**config.mk**
```make
export PLATFORM = sky130hd
export DESIGN_NAME = cmd_controller_p
export DESIGN_NICKNAME = d
export VERILOG_FILES = /design/src/rtl/cmd_controller_p_pkg.sv /design/src/rtl/cmd_shadow_buf.sv /design/src/rtl/cmd_controller_p.sv
export SDC_FILE = /design/constraint.sdc
export NUM_CORES = 2
export LEC_CHECK = 0
export BUFFER_PORTS_ARGS = -buffer_cell sky130_fd_sc_hd__buf_2
export CORE_MARGIN = 10
export CORE_UTILIZATION = 45
export DETAILED_ROUTE_END_ITERATION = 10
export PLACE_DENSITY = 0.79
export REMOVE_ABC_BUFFERS = 1
export SLEW_MARGIN = 20
export SYNTH_ARGS = -nofsm -noshare
export SYNTH_HDL_FRONTEND = slang
export SYNTH_SLANG_ARGS = --single-unit
```
**constraint.sdc**
```tcl
create_clock -name clock -period 41.7 [get_ports clock]
set_input_delay 8.34 -clock clock [delete_from_list [all_inputs] [get_ports clock]]
set_output_delay 8.34 -clock clock [all_outputs]
set_load 0.03 [all_outputs]
```
**src/rtl/cmd_controller_p_pkg.sv**
```systemverilog
// Shared decode constants and state encodings for the command controller.
// Header fields sit in the low byte; the header flag is the word MSB.
package cmd_pkg;

  localparam logic [3:0] OP_LOAD_KEY  = 4'd0;
  localparam logic [3:0] OP_LOAD_BLK  = 4'd1;
  localparam logic [3:0] OP_START     = 4'd2;
  localparam logic [3:0] OP_READ_CFG  = 4'd3;
  localparam logic [3:0] OP_WRITE_CFG = 4'd7;

  localparam int OP_LSB  = 0;
  localparam int OP_MSB  = 3;
  localparam int IDX_LSB = 4;
  localparam int IDX_MSB = 7;

  // Header flag position depends on the word width of the instance.
  function automatic int hdr_bit(input int word_w);
    return word_w - 1;
  endfunction

  typedef enum logic [1:0] {
    ST_IDLE,
    ST_PAYLOAD,
    ST_RESP
  } state_t;

  typedef enum logic [1:0] {
    PL_KEY,
    PL_BLK,
    PL_CFG
  } pl_t;

endpackage

```
**src/rtl/cmd_shadow_buf.sv**
```systemverilog
// Word-serial fill buffer for multi-word payloads. fill_flat already includes
// the word being pushed this cycle so the owner can commit on the last push.
module cmd_shadow_buf #(
  parameter int WORD_W = 32,
  parameter int DEPTH  = 4
) (
  input  logic                    clock,
  input  logic                    reset,
  input  logic                    init,
  input  logic [3:0]              last_idx,
  input  logic                    push,
  input  logic [WORD_W-1:0]       din,
  output logic [DEPTH*WORD_W-1:0] fill_flat,
  output logic                    last
);

  logic [3:0]        cnt_reg;
  logic [3:0]        last_idx_reg;
  logic [WORD_W-1:0] buf_mem [DEPTH];

  always_ff @(posedge clock or posedge reset) begin
    if (reset) begin
      cnt_reg      <= '0;
      last_idx_reg <= '0;
      for (int i = 0; i < DEPTH; i++) buf_mem[i] <= '0;
    end else if (init) begin
      cnt_reg      <= '0;
      last_idx_reg <= last_idx;
    end else if (push) begin
      cnt_reg <= cnt_reg + 4'd1;
      for (int i = 0; i < DEPTH; i++)
        if (cnt_reg == 4'(i)) buf_mem[i] <= din;
    end
  end

  assign last = (cnt_reg == last_idx_reg);

  for (genvar gi = 0; gi < DEPTH; gi++) begin : g_fill
    assign fill_flat[gi*WORD_W +: WORD_W] = (push && cnt_reg == 4'(gi)) ? din : buf_mem[gi];
  end

endmodule

```
**src/rtl/cmd_controller_p.sv**
```systemverilog
// Command front-end: decodes headers, gathers payloads through a shadow
// buffer, commits atomically, pulses engine start and answers config reads.
module cmd_controller_p
  import cmd_pkg::*;
#(
  parameter int WORD_W    = 32,
  parameter int KEY_WORDS = 4,
  parameter int BLK_WORDS = 4,
  parameter int NUM_CH    = 2,
  parameter int CFG_REGS  = 8
) (
  input  logic                                clock,
  input  logic                                reset,
  input  logic [WORD_W-1:0]                   in_word,
  input  logic                                in_valid,
  output logic                                in_ready,
  output logic [WORD_W-1:0]                   out_word,
  output logic                                out_valid,
  input  logic                                out_ready,
  output logic [NUM_CH*KEY_WORDS*WORD_W-1:0]  key_flat,
  output logic [NUM_CH-1:0]                   key_valid,
  output logic [BLK_WORDS*WORD_W-1:0]         blk_flat,
  output logic                                blk_valid,
  output logic                                start,
  output logic [3:0]                          start_ch,
  output logic [CFG_REGS*WORD_W-1:0]          cfg_flat,
  output logic                                err
);

  localparam int         DEPTH      = (KEY_WORDS > BLK_WORDS) ? KEY_WORDS : BLK_WORDS;
  localparam int         HDR        = hdr_bit(WORD_W);
  localparam logic [4:0] NUM_CH_L   = 5'(NUM_CH);
  localparam logic [4:0] CFG_REGS_L = 5'(CFG_REGS);
  localparam logic [3:0] KEY_LAST   = 4'(KEY_WORDS - 1);
  localparam logic [3:0] BLK_LAST   = 4'(BLK_WORDS - 1);

  state_t state_reg, state_next;
  pl_t    pl_kind_reg, pl_kind_next;
  logic   discard_reg, discard_next;
  logic [3:0] pl_idx_reg;
  logic   ready_en_reg;

  logic [KEY_WORDS*WORD_W-1:0] key_mem [NUM_CH];
  logic [NUM_CH-1:0]           key_valid_reg;
  logic [BLK_WORDS*WORD_W-1:0] blk_reg;
  logic                        blk_valid_reg;
  logic [WORD_W-1:0]           cfg_mem [CFG_REGS];
  logic                        start_reg, start_next;
  logic [3:0]                  start_ch_reg;
  logic                        err_reg, err_next;
  logic [WORD_W-1:0]           out_word_reg, cfg_rd;
  logic                        out_valid_reg;

  logic       accept, is_hdr, ch_ok, cfg_ok, push;
  logic [3:0] op, idx;
  logic       buf_init, buf_last, commit, resp_load, resp_done;
  logic [3:0] buf_last_idx;
  logic [DEPTH*WORD_W-1:0] fill_flat;

  assign in_ready = ready_en_reg && (state_reg != ST_RESP);
  assign accept   = in_valid && in_ready;
  assign is_hdr   = in_word[HDR];
  assign op       = in_word[OP_MSB:OP_LSB];
  assign idx      = in_word[IDX_MSB:IDX_LSB];
  assign ch_ok    = {1'b0, idx} < NUM_CH_L;
  assign cfg_ok   = {1'b0, idx} < CFG_REGS_L;
  assign push     = (state_reg == ST_PAYLOAD) && accept;

  cmd_shadow_buf #(.WORD_W(WORD_W), .DEPTH(DEPTH)) u_shadow (
    .clock     (clock),
    .reset     (reset),
    .init      (buf_init),
    .last_idx  (buf_last_idx),
    .push      (push),
    .din       (in_word),
    .fill_flat (fill_flat),
    .last      (buf_last)
  );

  always_ff @(posedge clock or posedge reset) begin
    if (reset) begin
      state_reg    <= ST_IDLE;
      pl_kind_reg  <= PL_KEY;
      discard_reg  <= 1'b0;
      pl_idx_reg   <= '0;
      ready_en_reg <= 1'b0;
    end else begin
      state_reg    <= state_next;
      pl_kind_reg  <= pl_kind_next;
      discard_reg  <= discard_next;
      if (buf_init) pl_idx_reg <= idx;
      ready_en_reg <= 1'b1;
    end
  end

  always_comb begin
    state_next   = state_reg;
    pl_kind_next = pl_kind_reg;
    discard_next = discard_reg;
    buf_init     = 1'b0;
    buf_last_idx = '0;
    start_next   = 1'b0;
    err_next     = 1'b0;
    commit       = 1'b0;
    resp_load    = 1'b0;
    resp_done    = 1'b0;
    case (state_reg)
      ST_IDLE: if (accept) begin
        if (!is_hdr) begin
          err_next = 1'b1;
        end else begin
          case (op)
            OP_LOAD_KEY: begin
              buf_init = 1'b1; buf_last_idx = KEY_LAST; pl_kind_next = PL_KEY;
              discard_next = !ch_ok; err_next = !ch_ok; state_next = ST_PAYLOAD;
            end
            OP_LOAD_BLK: begin
              buf_init = 1'b1; buf_last_idx = BLK_LAST; pl_kind_next = PL_BLK;
              discard_next = 1'b0; state_next = ST_PAYLOAD;
            end
            OP_START: begin
              start_next = ch_ok; err_next = !ch_ok;
            end
            OP_READ_CFG: begin
              resp_load = cfg_ok; err_next = !cfg_ok;
              if (cfg_ok) state_next = ST_RESP;
            end
            OP_WRITE_CFG: begin
              buf_init = 1'b1; buf_last_idx = 4'd0; pl_kind_next = PL_CFG;
              discard_next = !cfg_ok; err_next = !cfg_ok; state_next = ST_PAYLOAD;
            end
            default: err_next = 1'b1;
          endcase
        end
      end
      ST_PAYLOAD: if (accept && buf_last) begin
        commit     = !discard_reg;
        state_next = ST_IDLE;
      end
      ST_RESP: if (out_valid_reg && out_ready) begin
        resp_done  = 1'b1;
        state_next = ST_IDLE;
      end
      default: state_next = ST_IDLE;
    endcase
  end

  always_comb begin
    cfg_rd = '0;
    for (int i = 0; i < CFG_REGS; i++)
      if (idx == 4'(i)) cfg_rd = cfg_mem[i];
  end

  // Committed state only moves on the accept of the final payload word.
  always_ff @(posedge clock or posedge reset) begin
    if (reset) begin
      for (int c = 0; c < NUM_CH; c++) key_mem[c] <= '0;
      for (int r = 0; r < CFG_REGS; r++) cfg_mem[r] <= '0;
      key_valid_reg <= '0;
      blk_reg       <= '0;
      blk_valid_reg <= 1'b0;
      start_reg     <= 1'b0;
      start_ch_reg  <= '0;
      err_reg       <= 1'b0;
      out_word_reg  <= '0;
      out_valid_reg <= 1'b0;
    end else begin
      start_reg    <= start_next;
      start_ch_reg <= start_next ? idx : 4'd0;
      err_reg      <= err_next;
      for (int c = 0; c < NUM_CH; c++)
        if (commit && pl_kind_reg == PL_KEY && pl_idx_reg == 4'(c)) begin
          key_mem[c]       <= fill_flat[KEY_WORDS*WORD_W-1:0];
          key_valid_reg[c] <= 1'b1;
        end
      for (int r = 0; r < CFG_REGS; r++)
        if (commit && pl_kind_reg == PL_CFG && pl_idx_reg == 4'(r))
          cfg_mem[r] <= fill_flat[WORD_W-1:0];
      if (commit && pl_kind_reg == PL_BLK) begin
        blk_reg       <= fill_flat[BLK_WORDS*WORD_W-1:0];
        blk_valid_reg <= 1'b1;
      end else if (start_next) begin
        blk_valid_reg <= 1'b0;
      end
      if (resp_load) begin
        out_word_reg  <= cfg_rd;
        out_valid_reg <= 1'b1;
      end else if (resp_done) begin
        out_word_reg  <= '0;
        out_valid_reg <= 1'b0;
      end
    end
  end

  for (genvar gi = 0; gi < NUM_CH; gi++) begin : g_key
    assign key_flat[gi*KEY_WORDS*WORD_W +: KEY_WORDS*WORD_W] = key_mem[gi];
  end

  for (genvar gi = 0; gi < CFG_REGS; gi++) begin : g_cfg
    assign cfg_flat[gi*WORD_W +: WORD_W] = cfg_mem[gi];
  end

  assign key_valid = key_valid_reg;
  assign blk_flat  = blk_reg;
  assign blk_valid = blk_valid_reg;
  assign start     = start_reg;
  assign start_ch  = start_ch_reg;
  assign err       = err_reg;
  assign out_word  = out_word_reg;
  assign out_valid = out_valid_reg;

endmodule

```
==> flow_metrics.env <==
export IMPL_status="completed"
export IMPL_antenna_found_initial=0
export IMPL_initial_core_util_pct=45.3
export IMPL_drt_drc_violations_left=0
export IMPL_cts_tree="done"
export IMPL_wl_um=107000
export IMPL_synth_area_um2=33600
export IMPL_area_growth_pct=21.9
export IMPL_power_density_nw_per_um2=41.4
export IMPL_die_width_um=293
export IMPL_drv_cap=0
export IMPL_core_um2=74200
export IMPL_grt_use_total_pct=24.0
export IMPL_cts_root_buffer="clkbuf_16"
export IMPL_cts_setup_buffers=0
export IMPL_cts_resized=0
export IMPL_path_max_fanout=111
export IMPL_cp_end_kind="async pin"
export IMPL_drive_gt1_share_pct=56.7
export IMPL_h_tree_depth=3
export IMPL_die_h_um=293
export IMPL_drtPass1Iterations=5
export IMPL_hpwlAfterDp_um=71900
export IMPL_seq_area_frac_synth_pct=61.4
export IMPL_port_buffers=718
export IMPL_n_antenna_cell=0
export IMPL_hp_class="reg2reg"
export IMPL_cts_buffers=85
export IMPL_grt_pass1_wl_um=157000
export IMPL_rsz0062_at_grt="no"
export IMPL_cp_arrival_ns=11.63
export IMPL_slew_headroom_pct=24.5
export IMPL_critical_path_class="in2async"
export IMPL_async_flop_share_pct=100
export IMPL_power_mw=1.70
export IMPL_tightest_slew_ns=1.13
export IMPL_num_nets_final=2942
export IMPL_vdd_drop_max_uv=35.6
export IMPL_gp_congestion=0.814
export IMPL_ant_nets=0
export IMPL_finalSetupViolCount=0
export IMPL_ys_flop_type="dfrtp_1"
export IMPL_grt_overflow=0
export IMPL_ctsHoldBuffers=0
export IMPL_grt_pass1_vias=23600
export IMPL_fill_cells=5897
export IMPL_syn_inst=2234
export IMPL_wl_per_cell_um=27.1
export IMPL_worstPathCellList="buf_2 -> inv_8 -> buf_4 -> buf_4 -> buf_4"
export IMPL_synth_cell_types=61
export IMPL_post_synth_cell_area_avg_um2=15.0
export IMPL_skew_ns=0.0297
export IMPL_routed_via_count=22100
export IMPL_finalCritPeriodShare_pct=26.5
export IMPL_ys_ff_latch=825
export IMPL_fin_crit_ns=11.04
export IMPL_slew_violations=0
export IMPL_dieArea_um2=86000
export IMPL_yosys_warnings=0
export IMPL_via_per_inst=5.61
export IMPL_p_leak_nw=22.5
export IMPL_cp_slowest_stage_delay_ns=0.87
export IMPL_rows=100
export IMPL_grt_max_degree=157
export IMPL_io_pins=719
export IMPL_synth_edff_count=0
export IMPL_clock_path_buffers=3
export IMPL_crit_slowest_cell="buf_4"
export IMPL_cp_start_kind="primary input"
export IMPL_clkSlewWorstSetupHoldPaths_ns=0.06
export IMPL_crit_top_cell="buf_4"
export IMPL_max_clock_freq_mhz=90.6
export IMPL_drtIter0Drc=1255
export IMPL_cp_required_ns=42.29
export IMPL_clock_latency_ns=0.63
export IMPL_hold_violations=0
export IMPL_clkSinkCount=825
export IMPL_finalSetupTns_ns=0
==> final timing paths <==
kind | cells after the start | slack (ns) | startpoint | end
max | 5 | 30.66 | reset | key_flat[76]$_DFFE_PP0P_
min | 1 | 0.47 | key_valid[1]$_DFFE_PP0P_ | key_valid[1]$_DFFE_PP0P_
max reg2reg | 6 | 38.09 | u_shadow.cnt_reg[0]$_DFFE_PP0P_ | key_flat[73]$_DFFE_PP0P_
min reg2reg | 1 | 0.47 | key_valid[1]$_DFFE_PP0P_ | key_valid[1]$_DFFE_PP0P_
max in group clock | 6 | 30.79 | in_word[5] | out_word[22]$_DFFE_PP0P_
min in group asynchronous | 2 | 7.86 | reset | blk_flat[38]$_DFFE_PP0P_
==> layout make-up <==
cell class                      count  area (um2)  area share, %
Tap cell                          969        1210           2.96
Inverter                           13        56.3          0.137
Clock inverter                     30         494           1.21
Clock buffer                      124        2410           5.89
Multi-Input combinational cell   1222       12200           29.9
Sequential cell                   825       20600           50.4
Timing Repair Buffer              755        3920           9.56
==> power by group <==
part / switching, mW / total [mW] / internal, mW / leakage (nW)
sequential: 0.00940 / 0.822 / 0.813 / 11.5
combinational: 0.0638 / 0.0864 / 0.0226 / 9.59
clock: 0.321 / 0.789 / 0.467 / 1.42
total: 0.394 / 1.70 / 1.30 / 22.5
==> worst max-delay path: cells and delay by family <==
kind | cells | cell delay, ns
buffers and inverters | 5 | 3.09
==> logic make-up (layout without fill, tap and decap cells) <==
family | count (synthesis) | after routing | synth area share, %
other | 2 | 4 | 0.0223
flip-flops | 825 | 825 | 61.4
adder cells (fa/ha/maj) | 4 | 4 | 0.149
buffers and inverters | 189 | 922 | 2.61
XOR/XNOR | 4 | 4 | 0.104
AND/OR/NAND/NOR | 184 | 184 | 2.94
multiplexers | 835 | 835 | 28.3
AO/OA/AOI/OAI | 191 | 191 | 4.43
==> cell usage in the layout, fill, tap and decap left out, drive strengths merged, types with 27 or more instances in the layout <==
cell     Yosys  layout
nor2        43      43
dfrtp      825     825
o2bb2ai     32      32
buf        118     755
mux2i       58      58
nor3        29      29
nor2b       27      27
nand2       39      39
clkbuf      58     124
mux2       769     769
==> cells in the mapped netlist (6+ instances only) <==
cell / count / share of area [%]
o21ai_0: 24 / 0.36
nor2_1: 43 / 0.48
o22a_1: 23 / 0.60
buf_2: 98 / 1.5
mux2i_1: 58 / 1.7
a32o_1: 23 / 0.68
nor2b_1: 27 / 0.50
mux2_4: 29 / 1.3
a21oi_1: 20 / 0.30
a211oi_1: 24 / 0.54
dfrtp_1: 825 / 61
o32ai_1: 24 / 0.63
nand2_1: 39 / 0.44
a22oi_1: 7 / 0.16
mux2_2: 735 / 25
buf_1: 13 / 0.15
clkbuf_1: 58 / 0.65
nand2b_1: 6 / 0.11
o2bb2ai_1: 32 / 0.83
inv_1: 13 / 0.15
nor3_1: 29 / 0.43
mux4_2: 8 / 0.54
==> metrics by stage <==
stage               utilization [%]  std cells  hold WS, ns  setup slack (ns)  instance area (um2)
finish                         55.2       3938        0.472             30.66                41000
global route                   55.2       3938        0.497             30.23                41000
CTS                            55.2       3938        0.471             30.61                41000
detailed placement             51.3       3784        0.457             29.95                38100
global placement               51.3       3784        0.453             29.94                38100
floorplan                         -       2060        0.487             10.19                32800
==> per-layer routing <==
layer  track usage (%)  part of all wire [%]  vias up
met5                 0                     0        -
met4              10.9                   4.5        0
met3              7.83                   8.7      249
met2              39.8                    49      876
met1              28.0                    38    11600
li1                  -                     -     9417
No activity file was read; power rests on OpenSTA's default activity.
